## src/rtl/pc_pkg.sv

```systemverilog
// pc_pkg -- shared constants, types and helpers for the fetch-PC generator.
//   XLEN_DEF / RESET_VEC_DEF : default PC width and reset vector
//   ILEN_BYTES               : sequential fetch increment
//   CNT_*                    : 2-bit saturating branch counter encoding
//   npc_sel_e                : next-PC source selection
//   cnt_next()               : saturating counter update helper
package pc_pkg;

    localparam int          XLEN_DEF      = 32;
    localparam logic [31:0] RESET_VEC_DEF = 32'h0000_0000;
    localparam int          ILEN_BYTES    = 4;

    localparam logic [1:0] CNT_STRONG_NT = 2'b00;
    localparam logic [1:0] CNT_WEAK_NT   = 2'b01;
    localparam logic [1:0] CNT_WEAK_T    = 2'b10;
    localparam logic [1:0] CNT_STRONG_T  = 2'b11;

    typedef enum logic [2:0] {
        NPC_SEQ      = 3'd0,
        NPC_PRED     = 3'd1,
        NPC_HOLD     = 3'd2,
        NPC_REDIRECT = 3'd3,
        NPC_TRAP     = 3'd4
    } npc_sel_e;

    // Saturating increment on taken, decrement on not-taken.
    function automatic logic [1:0] cnt_next(input logic [1:0] cnt, input logic taken);
        logic [1:0] res;
        if (taken) begin
            res = (cnt == CNT_STRONG_T) ? CNT_STRONG_T : cnt + 2'd1;
        end else begin
            res = (cnt == CNT_STRONG_NT) ? CNT_STRONG_NT : cnt - 2'd1;
        end
        return res;
    endfunction

endpackage

```

## src/rtl/pc_btb.sv

```systemverilog
// pc_btb -- direct-mapped branch target buffer.
//   Lookup port : lookup_pc -> pred_taken, pred_target (combinational, reads
//                 pre-update contents when an update hits the same index)
//   Update port : upd_valid, upd_pc, upd_target, upd_taken (written at clk edge)
//   rst_n       : asynchronous active-low clear of all valid bits
module pc_btb
    import pc_pkg::*;
#(
    parameter int XLEN  = XLEN_DEF,
    parameter int DEPTH = 8
) (
    input  logic            clk,
    input  logic            rst_n,
    input  logic [XLEN-1:0] lookup_pc,
    output logic            pred_taken,
    output logic [XLEN-1:0] pred_target,
    input  logic            upd_valid,
    input  logic [XLEN-1:0] upd_pc,
    input  logic [XLEN-1:0] upd_target,
    input  logic            upd_taken
);

    localparam int IDX_W = $clog2(DEPTH);
    localparam int TAG_W = XLEN - IDX_W - 2;

    logic [DEPTH-1:0]  valid_r;
    logic [TAG_W-1:0]  tag_r    [DEPTH];
    logic [XLEN-1:0]   target_r [DEPTH];
    logic [1:0]        cnt_r    [DEPTH];

    logic [IDX_W-1:0]  lk_idx_s;
    logic [TAG_W-1:0]  lk_tag_s;
    logic [IDX_W-1:0]  up_idx_s;
    logic [TAG_W-1:0]  up_tag_s;
    logic              up_hit_s;
    logic              unused_low_s;

    assign lk_idx_s = lookup_pc[IDX_W+1:2];
    assign lk_tag_s = lookup_pc[XLEN-1:IDX_W+2];
    assign up_idx_s = upd_pc[IDX_W+1:2];
    assign up_tag_s = upd_pc[XLEN-1:IDX_W+2];
    // Instruction addresses are word aligned; the low bits carry no index/tag info.
    assign unused_low_s = ^{lookup_pc[1:0], upd_pc[1:0]};

    // Lookup: hit on valid entry with matching tag, predict taken when counter is in the upper half.
    always_comb begin
        pred_taken  = 1'b0;
        pred_target = target_r[lk_idx_s];
        if (valid_r[lk_idx_s] && (tag_r[lk_idx_s] == lk_tag_s)) begin
            pred_taken = cnt_r[lk_idx_s][1];
        end else begin
            pred_taken = 1'b0;
        end
    end

    assign up_hit_s = valid_r[up_idx_s] && (tag_r[up_idx_s] == up_tag_s);

    // Valid bits: cleared asynchronously, set when a taken branch misses.
    always_ff @(posedge clk or negedge rst_n) begin
        if (!rst_n) begin
            valid_r <= {DEPTH{1'b0}};
        end else if (upd_valid && !up_hit_s && upd_taken) begin
            valid_r[up_idx_s] <= 1'b1;
        end
    end

    // Entry payload (tag, target, counter); contents are meaningless until valid.
    always_ff @(posedge clk) begin
        if (upd_valid) begin
            if (up_hit_s) begin
                cnt_r[up_idx_s] <= cnt_next(cnt_r[up_idx_s], upd_taken);
                if (upd_taken) begin
                    target_r[up_idx_s] <= upd_target;
                end
            end else if (upd_taken) begin
                tag_r[up_idx_s]    <= up_tag_s;
                target_r[up_idx_s] <= upd_target;
                cnt_r[up_idx_s]    <= CNT_WEAK_T;
            end
        end
    end

endmodule

```

## src/rtl/pc_next_unit.sv

```systemverilog
// pc_next_unit -- fetch PC register and next-PC selection.
// Priority: trap > redirect > stall > BTB prediction > pc+4.
// Optional BTB enabled with macro PC_BTB_EN; without it pred_taken_f is 0 and
// the upd_* ports are ignored.
// Ports:
//   clk, rst_n                      clock, async active-low reset
//   stall_f                         hold PC
//   redirect_valid/_target/_jalr    EX-resolved taken control transfer
//   trap_valid, trap_vec            trap request and handler address
//   upd_valid/_pc/_target/_taken    branch outcome update for the BTB
//   pc_f, pc_plus4_f                fetch PC (registered) and pc_f+4
//   pred_taken_f                    BTB predicts taken for pc_f
//   flush_fd                        flush IF/ID and ID/EX
//   misalign_err                    misaligned redirect target (registered)
module pc_next_unit
    import pc_pkg::*;
#(
    parameter int              XLEN      = XLEN_DEF,
    parameter logic [XLEN-1:0] RESET_VEC = XLEN'(RESET_VEC_DEF),
    parameter int              BTB_DEPTH = 8
) (
    input  logic            clk,
    input  logic            rst_n,
    input  logic            stall_f,
    input  logic            redirect_valid,
    input  logic [XLEN-1:0] redirect_target,
    input  logic            redirect_jalr,
    input  logic            trap_valid,
    input  logic [XLEN-1:0] trap_vec,
    input  logic            upd_valid,
    input  logic [XLEN-1:0] upd_pc,
    input  logic [XLEN-1:0] upd_target,
    input  logic            upd_taken,
    output logic [XLEN-1:0] pc_f,
    output logic [XLEN-1:0] pc_plus4_f,
    output logic            pred_taken_f,
    output logic            flush_fd,
    output logic            misalign_err
);

    logic [XLEN-1:0] pc_f_r;
    logic            misalign_err_r;
    logic [XLEN-1:0] redir_tgt_s;
    logic [XLEN-1:0] trap_tgt_s;
    logic            redir_misaligned_s;
    logic            pred_hit_s;
    logic [XLEN-1:0] pred_target_s;
    logic [XLEN-1:0] pc_next_s;
    npc_sel_e        sel_s;

    assign pc_f         = pc_f_r;
    assign misalign_err = misalign_err_r;
    // Natural XLEN-bit addition wraps modulo 2^XLEN.
    assign pc_plus4_f   = pc_f_r + XLEN'(ILEN_BYTES);
    assign flush_fd     = trap_valid | redirect_valid;
    assign pred_taken_f = pred_hit_s;

    // jalr clears bit 0 before the alignment check; trap vectors are forced word aligned.
    assign redir_tgt_s        = redirect_jalr ? (redirect_target & ~XLEN'(1)) : redirect_target;
    assign redir_misaligned_s = |redir_tgt_s[1:0];
    assign trap_tgt_s         = trap_vec & ~XLEN'(3);

`ifdef PC_BTB_EN
    pc_btb #(
        .XLEN  (XLEN),
        .DEPTH (BTB_DEPTH)
    ) u_btb (
        .clk         (clk),
        .rst_n       (rst_n),
        .lookup_pc   (pc_f_r),
        .pred_taken  (pred_hit_s),
        .pred_target (pred_target_s),
        .upd_valid   (upd_valid),
        .upd_pc      (upd_pc),
        .upd_target  (upd_target),
        .upd_taken   (upd_taken)
    );
`else
    localparam int unused_btb_depth = BTB_DEPTH;
    logic unused_upd_s;

    assign pred_hit_s    = 1'b0;
    assign pred_target_s = {XLEN{1'b0}};
    assign unused_upd_s  = ^{upd_valid, upd_pc, upd_target, upd_taken};
`endif

    // Next-PC source selection in priority order.
    always_comb begin
        sel_s = NPC_SEQ;
        if (trap_valid) begin
            sel_s = NPC_TRAP;
        end else if (redirect_valid) begin
            // A misaligned redirect target is refused: the PC holds and a fault is flagged.
            sel_s = redir_misaligned_s ? NPC_HOLD : NPC_REDIRECT;
        end else if (stall_f) begin
            sel_s = NPC_HOLD;
        end else if (pred_hit_s) begin
            sel_s = NPC_PRED;
        end else begin
            sel_s = NPC_SEQ;
        end
    end

    // Next-PC multiplexer.
    always_comb begin
        pc_next_s = pc_plus4_f;
        case (sel_s)
            NPC_TRAP:     pc_next_s = trap_tgt_s;
            NPC_REDIRECT: pc_next_s = redir_tgt_s;
            NPC_HOLD:     pc_next_s = pc_f_r;
            NPC_PRED:     pc_next_s = pred_target_s;
            NPC_SEQ:      pc_next_s = pc_plus4_f;
            default:      pc_next_s = pc_plus4_f;
        endcase
    end

    // PC register and one-cycle misalignment fault flag.
    always_ff @(posedge clk or negedge rst_n) begin
        if (!rst_n) begin
            pc_f_r         <= RESET_VEC;
            misalign_err_r <= 1'b0;
        end else begin
            pc_f_r         <= pc_next_s;
            misalign_err_r <= !trap_valid && redirect_valid && redir_misaligned_s;
        end
    end

endmodule

```

## config.mk

```make
export PLATFORM = sky130hd
export DESIGN_NAME = pc_next_unit
export DESIGN_NICKNAME = d
export VERILOG_FILES = /design/src/rtl/pc_pkg.sv /design/src/rtl/pc_btb.sv /design/src/rtl/pc_next_unit.sv
export SDC_FILE = /design/constraint.sdc
export NUM_CORES = 1
export LEC_CHECK = 0
export ABC_AREA = 1
export CAP_MARGIN = 20
export CELL_PAD_IN_SITES_DETAIL_PLACEMENT = 0
export CELL_PAD_IN_SITES_GLOBAL_PLACEMENT = 1
export CORE_UTILIZATION = 23
export CTS_CLUSTER_SIZE = 40
export DETAILED_ROUTE_END_ITERATION = 8
export GPL_TIMING_DRIVEN = 0
export HOLD_SLACK_MARGIN = 0.02
export PLACE_DENSITY = 0.88
export SKIP_CTS_REPAIR_TIMING = 1
export SLEW_MARGIN = 20
export SYNTH_ARGS = -nofsm -noshare
export SYNTH_HDL_FRONTEND = slang
export SYNTH_SLANG_ARGS = --single-unit
```

## constraint.sdc

```tcl
create_clock -name clk -period 2.97 [get_ports clk]
set_input_delay 0.297 -clock clk [delete_from_list [all_inputs] [get_ports clk]]
set_output_delay 0.297 -clock clk [all_outputs]
set_load 0.1 [all_outputs]
```

==> run metrics, run 1 <==
Cell Pwr Density 572 nW/um^2; first-pass GRT wire length 16.0 mm; Initial Utilization 24.1%; Yosys warnings 0; HP Class input pin to async pin; vias 3171; H-tree depth 2; Worst EP required 2.67 ns; RSZ-0062 raised after global routing no; Worst R2R Setup Slack 1.07 ns; vias per inst 4.62; P_leak 2.14 nW; final cell count without fillers 686; placed instance area 4400 sq um; initial antenna violation count 0; endpoint class of the critical path primary output; NumNets Final 682; main area contributors after synthesis dfrtp_1 31%, nand2_1 21%, inv_1 6.5%; Startpoint Class flip-flop; maximum buffer depth of the clock tree 2; CTS Buf Count 5; # port buffers 132; Core Rows 38; worst setup margin 0.103 ns; FF-to-FF Start pc_f[3]; fin. max-slew vios 0; pin count of the biggest net entering global routing 20; Die X 109 um; cell taking the most area after synthesis dfrtp_1; TritonCTS clock tree done; Main synth FF type dfrtp_1; EDFF count, synth 0; worst hold slack 0.507 ns; total grt overflow 0; critical path arrival 2.57 ns; Mapped Area 2650 sq um; clk slew on worst S/H paths 0.06 ns; Die Area 12000 sq um; # diodes 0; post-synth net total 541; Worst Path Max Fanout 5; Area Overhead vs Synth 70.2%; max cap viols 0; DRT antenna net count 0; vias in the first global route 3154; Final GP Congestion 0.846; Slew HR 31.4%; Peak VDD IR 0.218 mV; I/O pin cnt 203; share of layout cells above drive strength 1 14.1%; final hold vios 0; # clock sinks 33; Synth Register Bits 33; RR Endpoint pc_f[24]; R2R depth 10; Yosys top cell area share 31.1%; crit share post-route 96.5%; final critical-path required period 2.87 ns; worst skew pair latency 0.29 ns; Iter 0 DRT Violations 136; Clock Tree Root clkbuf_16; Avg Cell Area, Syn 6.57 sq um; WL per Instance 15.5 um; Residual DRC 0; Synth cell types 31; total wire length 10.6 mm; DRT Pass-1 Iters 4; final setup violation count 0; Vert. Die Dim 109 um; fillers 1161; status finished clean; type of the worst setup path flip-flop to primary output; TNS Setup 0 ns; GRT Total Usage 18.0%; Max Clk Rate 0.349 GHz; Core Area 11000 sq um; Setup Skew 0.00768 ns; final instance area 4520 sq um; dpl ws -0.121 ns; Post-Synthesis Cells 404; dpl cells 677; Worst-Margin Slew 1.03 ns; DP HPWL 8.40 mm; async set or reset register ratio after synthesis 100%; register area share after synthesis 31.1%
-- critical path, stage by stage (launching register included) --
cell,delay [ns]
dfrtp_1,0.42
ha_1,0.29
nand2_2,0.10
nor2_4,0.21
nand2_4,0.11
nor2_8,0.18
xor2_4,0.16
dlymetal6s2s_1,0.80
-- worst max path at each step --
| stage | from | slack (ns) | depth (start not counted) | end |
|---|---|---|---|---|
| 2_1_floorplan | pc_f[3] | -0.1 | 8 | pc_f[16] |
| 6_report | pc_f[3] | 0.10 | 7 | pc_plus4_f[14] |
| 3_3_place_gp | pc_f[7] | -0.11 | 7 | pc_plus4_f[27] |
| 3_5_place_dp | pc_f[3] | -0.12 | 8 | pc_plus4_f[24] |
| 5_1_grt | pc_f[3] | 0.008 | 7 | pc_plus4_f[14] |
| 4_1_cts | pc_f[3] | -0.44 | 8 | pc_plus4_f[24] |
-- routing by layer --
metal  global-route usage [%]  share of wire, %
met4                     7.14               2.7
met2                     30.5                48
met1                     22.3                42
met5                        0                 0
met3                     3.73               6.8
-- report_power, final --
group / total, W / internal, W / switching (W)
Combinational: 0.00147 / 0.000361 / 0.00111
Clock: 0.000514 / 0.000308 / 0.000206
Sequential: 0.000601 / 0.000502 / 0.0000994
Total: 0.00258 / 0.00117 / 0.00141
-- state kept, by name, summed over array words and instances, names as in the netlist --
signal / count
misalign_err: 1
pc_f: 32
-- kinds of logic (layout without fill, tap and decap cells) --
kind of cell | count (synthesis) | count (layout) | share of synthesized area (%)
simple gates | 242 | 242 | 41.0
buf+inv | 65 | 207 | 10.0
compound gates | 46 | 46 | 10.8
flops | 33 | 33 | 31.1
xor+xnor | 16 | 16 | 6.41
fa+ha+maj | 1 | 1 | 0.471
other cells | 1 | 1 | 0.141
-- area by class of cell --
type                            instances  area [sq um]  share of cell area [%]
Sequential cell                        33           827                    18.3
Buffer                                 15          77.6                    1.72
Inverter                               50           191                    4.24
Multi-Input combinational cell        306          1780                    39.4
Tap cell                              140           175                    3.88
Clock buffer                            6           129                    2.85
Timing Repair Buffer                  134          1330                    29.4
Clock inverter                          2          10.0                   0.222
-- stage by stage --
stage	total power [W]	utilization (%)
6_report	0.00258	41.0
3_3_place_gp	0.00209	39.7
5_1_grt	0.00269	41.0
2_1_floorplan	0.00168	-
4_1_cts	0.00263	41.1
3_5_place_dp	0.00210	39.9
-- cells in the mapped netlist, types with 4 or more instances --
master,number
a21oi_1,5
a22oi_1,10
buf_2,5
buf_4,4
clkbuf_1,6
dfrtp_1,33
inv_1,46
nand2_1,149
nand2_2,7
nand2_4,4
nand3_1,19
nand4_1,11
nor2_1,35
nor2_2,4
nor2_4,5
nor3_1,4
o211ai_1,13
o21ai_0,8
o21ai_1,10
xnor2_1,4
xor2_1,8
-- cell usage in the layout (no fill, tap or decap), types with 11 or more instances in the layout --
cell             netlist  layout
nor2_1                35      35
nand4_1               11      11
dfrtp_1               33      32
clkbuf_2               0      12
dlymetal6s2s_1         0      13
nand2_1              149     144
o211ai_1              13      13
inv_1                 46      45
nand2_2                7      12
clkdlybuf4s50_1        0     106
nand3_1               19      19
No activity file was read; power rests on OpenSTA's default activity.
==> run 2, diff against run 1 <==
--- a/config.mk
+++ b/config.mk
@@ -12,6 +12,7 @@
 export CORE_UTILIZATION = 23
 export CTS_CLUSTER_SIZE = 40
 export DETAILED_ROUTE_END_ITERATION = 8
+export GPL_ROUTABILITY_DRIVEN = 0
 export GPL_TIMING_DRIVEN = 0
 export HOLD_SLACK_MARGIN = 0.02
 export PLACE_DENSITY = 0.88
==> run metrics, run 2 (same netlist as run 1, synthesis figures left out) <==
status finished clean; Area Overhead vs Synth 71.8%; final setup violation count 0; Startpoint Class flip-flop; Max Clk Rate 0.350 GHz; HP Class input pin to async pin; Die Area 12000 sq um; TNS Setup 0 ns; Clock Tree Root clkbuf_16; total wire length 10.5 mm; max FFs per register 32; Setup Skew 0.00752 ns; Vert. Die Dim 109 um; max cap viols 0; Core Area 11000 sq um; GRT Total Usage 18.1%; Int Power 0.00128 W; Core Rows 38; # clock sinks 33; Clock power frac 22.8%; Initial Utilization 24.1%; vias per inst 4.59; Peak VDD IR 0.254 mV; Worst Path Max Fanout 5; vias 3149; fin. max-slew vios 0; first-pass GRT wire length 16.3 mm; I/O pin cnt 203; Logic pwr share 54.8%; Slew HR 31.5%; P_leak 2.16 nW; worst skew pair latency 0.28 ns; final hold vios 0; CTS Buf Count 5; NumNets Final 682; DRT antenna net count 0; # diodes 0; switching part of the total 52.2%; commonest non-fill, non-tap cell in the layout nand2_1; total grt overflow 0; crit share post-route 96.2%; WL per Instance 15.3 um; dpl cells 677; vias in the first global route 3188; maximum buffer depth of the clock tree 2; critical path arrival 2.56 ns; Residual DRC 0; RSZ-0062 raised after global routing no; type of the worst setup path flip-flop to primary output; pin count of the biggest net entering global routing 20; final cell count without fillers 686; Worst-Margin Slew 1.02 ns; Cell Pwr Density 589 nW/um^2; clk slew on worst S/H paths 0.06 ns; post-route core utilization 41.3%; H-tree depth 2; Worst EP required 2.67 ns; TritonCTS clock tree done; DRT Pass-1 Iters 5; switching pwr 0.00140 W; sequential power share 22.4%; DP HPWL 8.38 mm; # port buffers 132; Die X 109 um; initial antenna violation count 0; final critical-path required period 2.86 ns; most frequent cells in the layout 144 x nand2_1, 106 x clkdlybuf4s50_1, 45 x inv_1; endpoint class of the critical path primary output; Iter 0 DRT Violations 155; share of layout cells above drive strength 1 13.9%
==> run 2: cell types whose count changed in the layout (fill, tap and decap cells not counted) <==
| cell | change |
|---|---|
| dlymetal6s2s_1 | +1 |
| clkbuf_2 | -1 |
| clkbuf_8 | +1 |
| bufinv_16 | +1 |
| clkinv_2 | -2 |
==> run 2: path summary, 6_finish.rpt <==
kind | startpoint | to | slack, ns | depth (start not counted)
worst min register to register | pc_f[0] | pc_f[0] | 0.52 | 2
worst min-delay path | rst_n | pc_f[3] | 0.49 | 2
worst max register to register | pc_f[7] | pc_f[27] | 1.10 | 8
worst max-delay path | pc_f[3] | pc_plus4_f[14] | 0.11 | 7
min in group clk | trap_valid | pc_f[14] | 0.49 | 5
max in group asynchronous | rst_n | pc_f[25] | 2.03 | 3
==> run 2: power groups by stage <==
stage	clock network (W)	registers, W	logic [W]
floorplan	0	0.000971	0.000712
global placement	0	0.000607	0.00148
detailed placement	0	0.000608	0.00149
CTS	0.000637	0.000602	0.00150
global route	0.000651	0.000612	0.00153
finish	0.000612	0.000602	0.00147
==> run 2: through the flow <==
| stage | setup slack, ns | instance area (sq um) | hold slack, ns | total power, W |
|---|---|---|---|---|
| finish | 0.112 | 4560 | 0.490 | 0.00268 |
| global route | 0.00930 | 4560 | 0.539 | 0.00280 |
| CTS | -0.423 | 4570 | -0.0462 | 0.00274 |
| detailed placement | -0.109 | 4400 | 0.259 | 0.00210 |
| global placement | -0.105 | 4370 | 0.505 | 0.00209 |
| floorplan | -0.0951 | 2880 | 0.00141 | 0.00168 |
==> run 2: area by class of cell <==
class	instances	area [sq um]
Buffer	15	77.6
Clock buffer	7	143
Clock inverter	1	30.0
Fill cell	1148	6470
Inverter	50	191
Multi-Input combinational cell	306	1780
Sequential cell	33	827
Tap cell	140	175
Timing Repair Buffer	134	1330
==> run 2: critical path, stage by stage (launching register included) <==
cell and delay [ns]:
dfrtp_1 0.43, ha_1 0.29, nand2_2 0.09, nor2_4 0.19, nand2_4 0.11, nor2_8 0.17
xor2_4 0.17, dlymetal6s2s_1 0.80
==> run 2: layer usage <==
metal | vias up | track usage [%] | share of wire (%)
li1 | 1558 | - | -
met1 | 1448 | 22.6 | 43
met2 | 126 | 30.5 | 48
met3 | 17 | 3.50 | 7.4
met4 | 0 | 7.71 | 2.2
met5 | - | 0 | 0
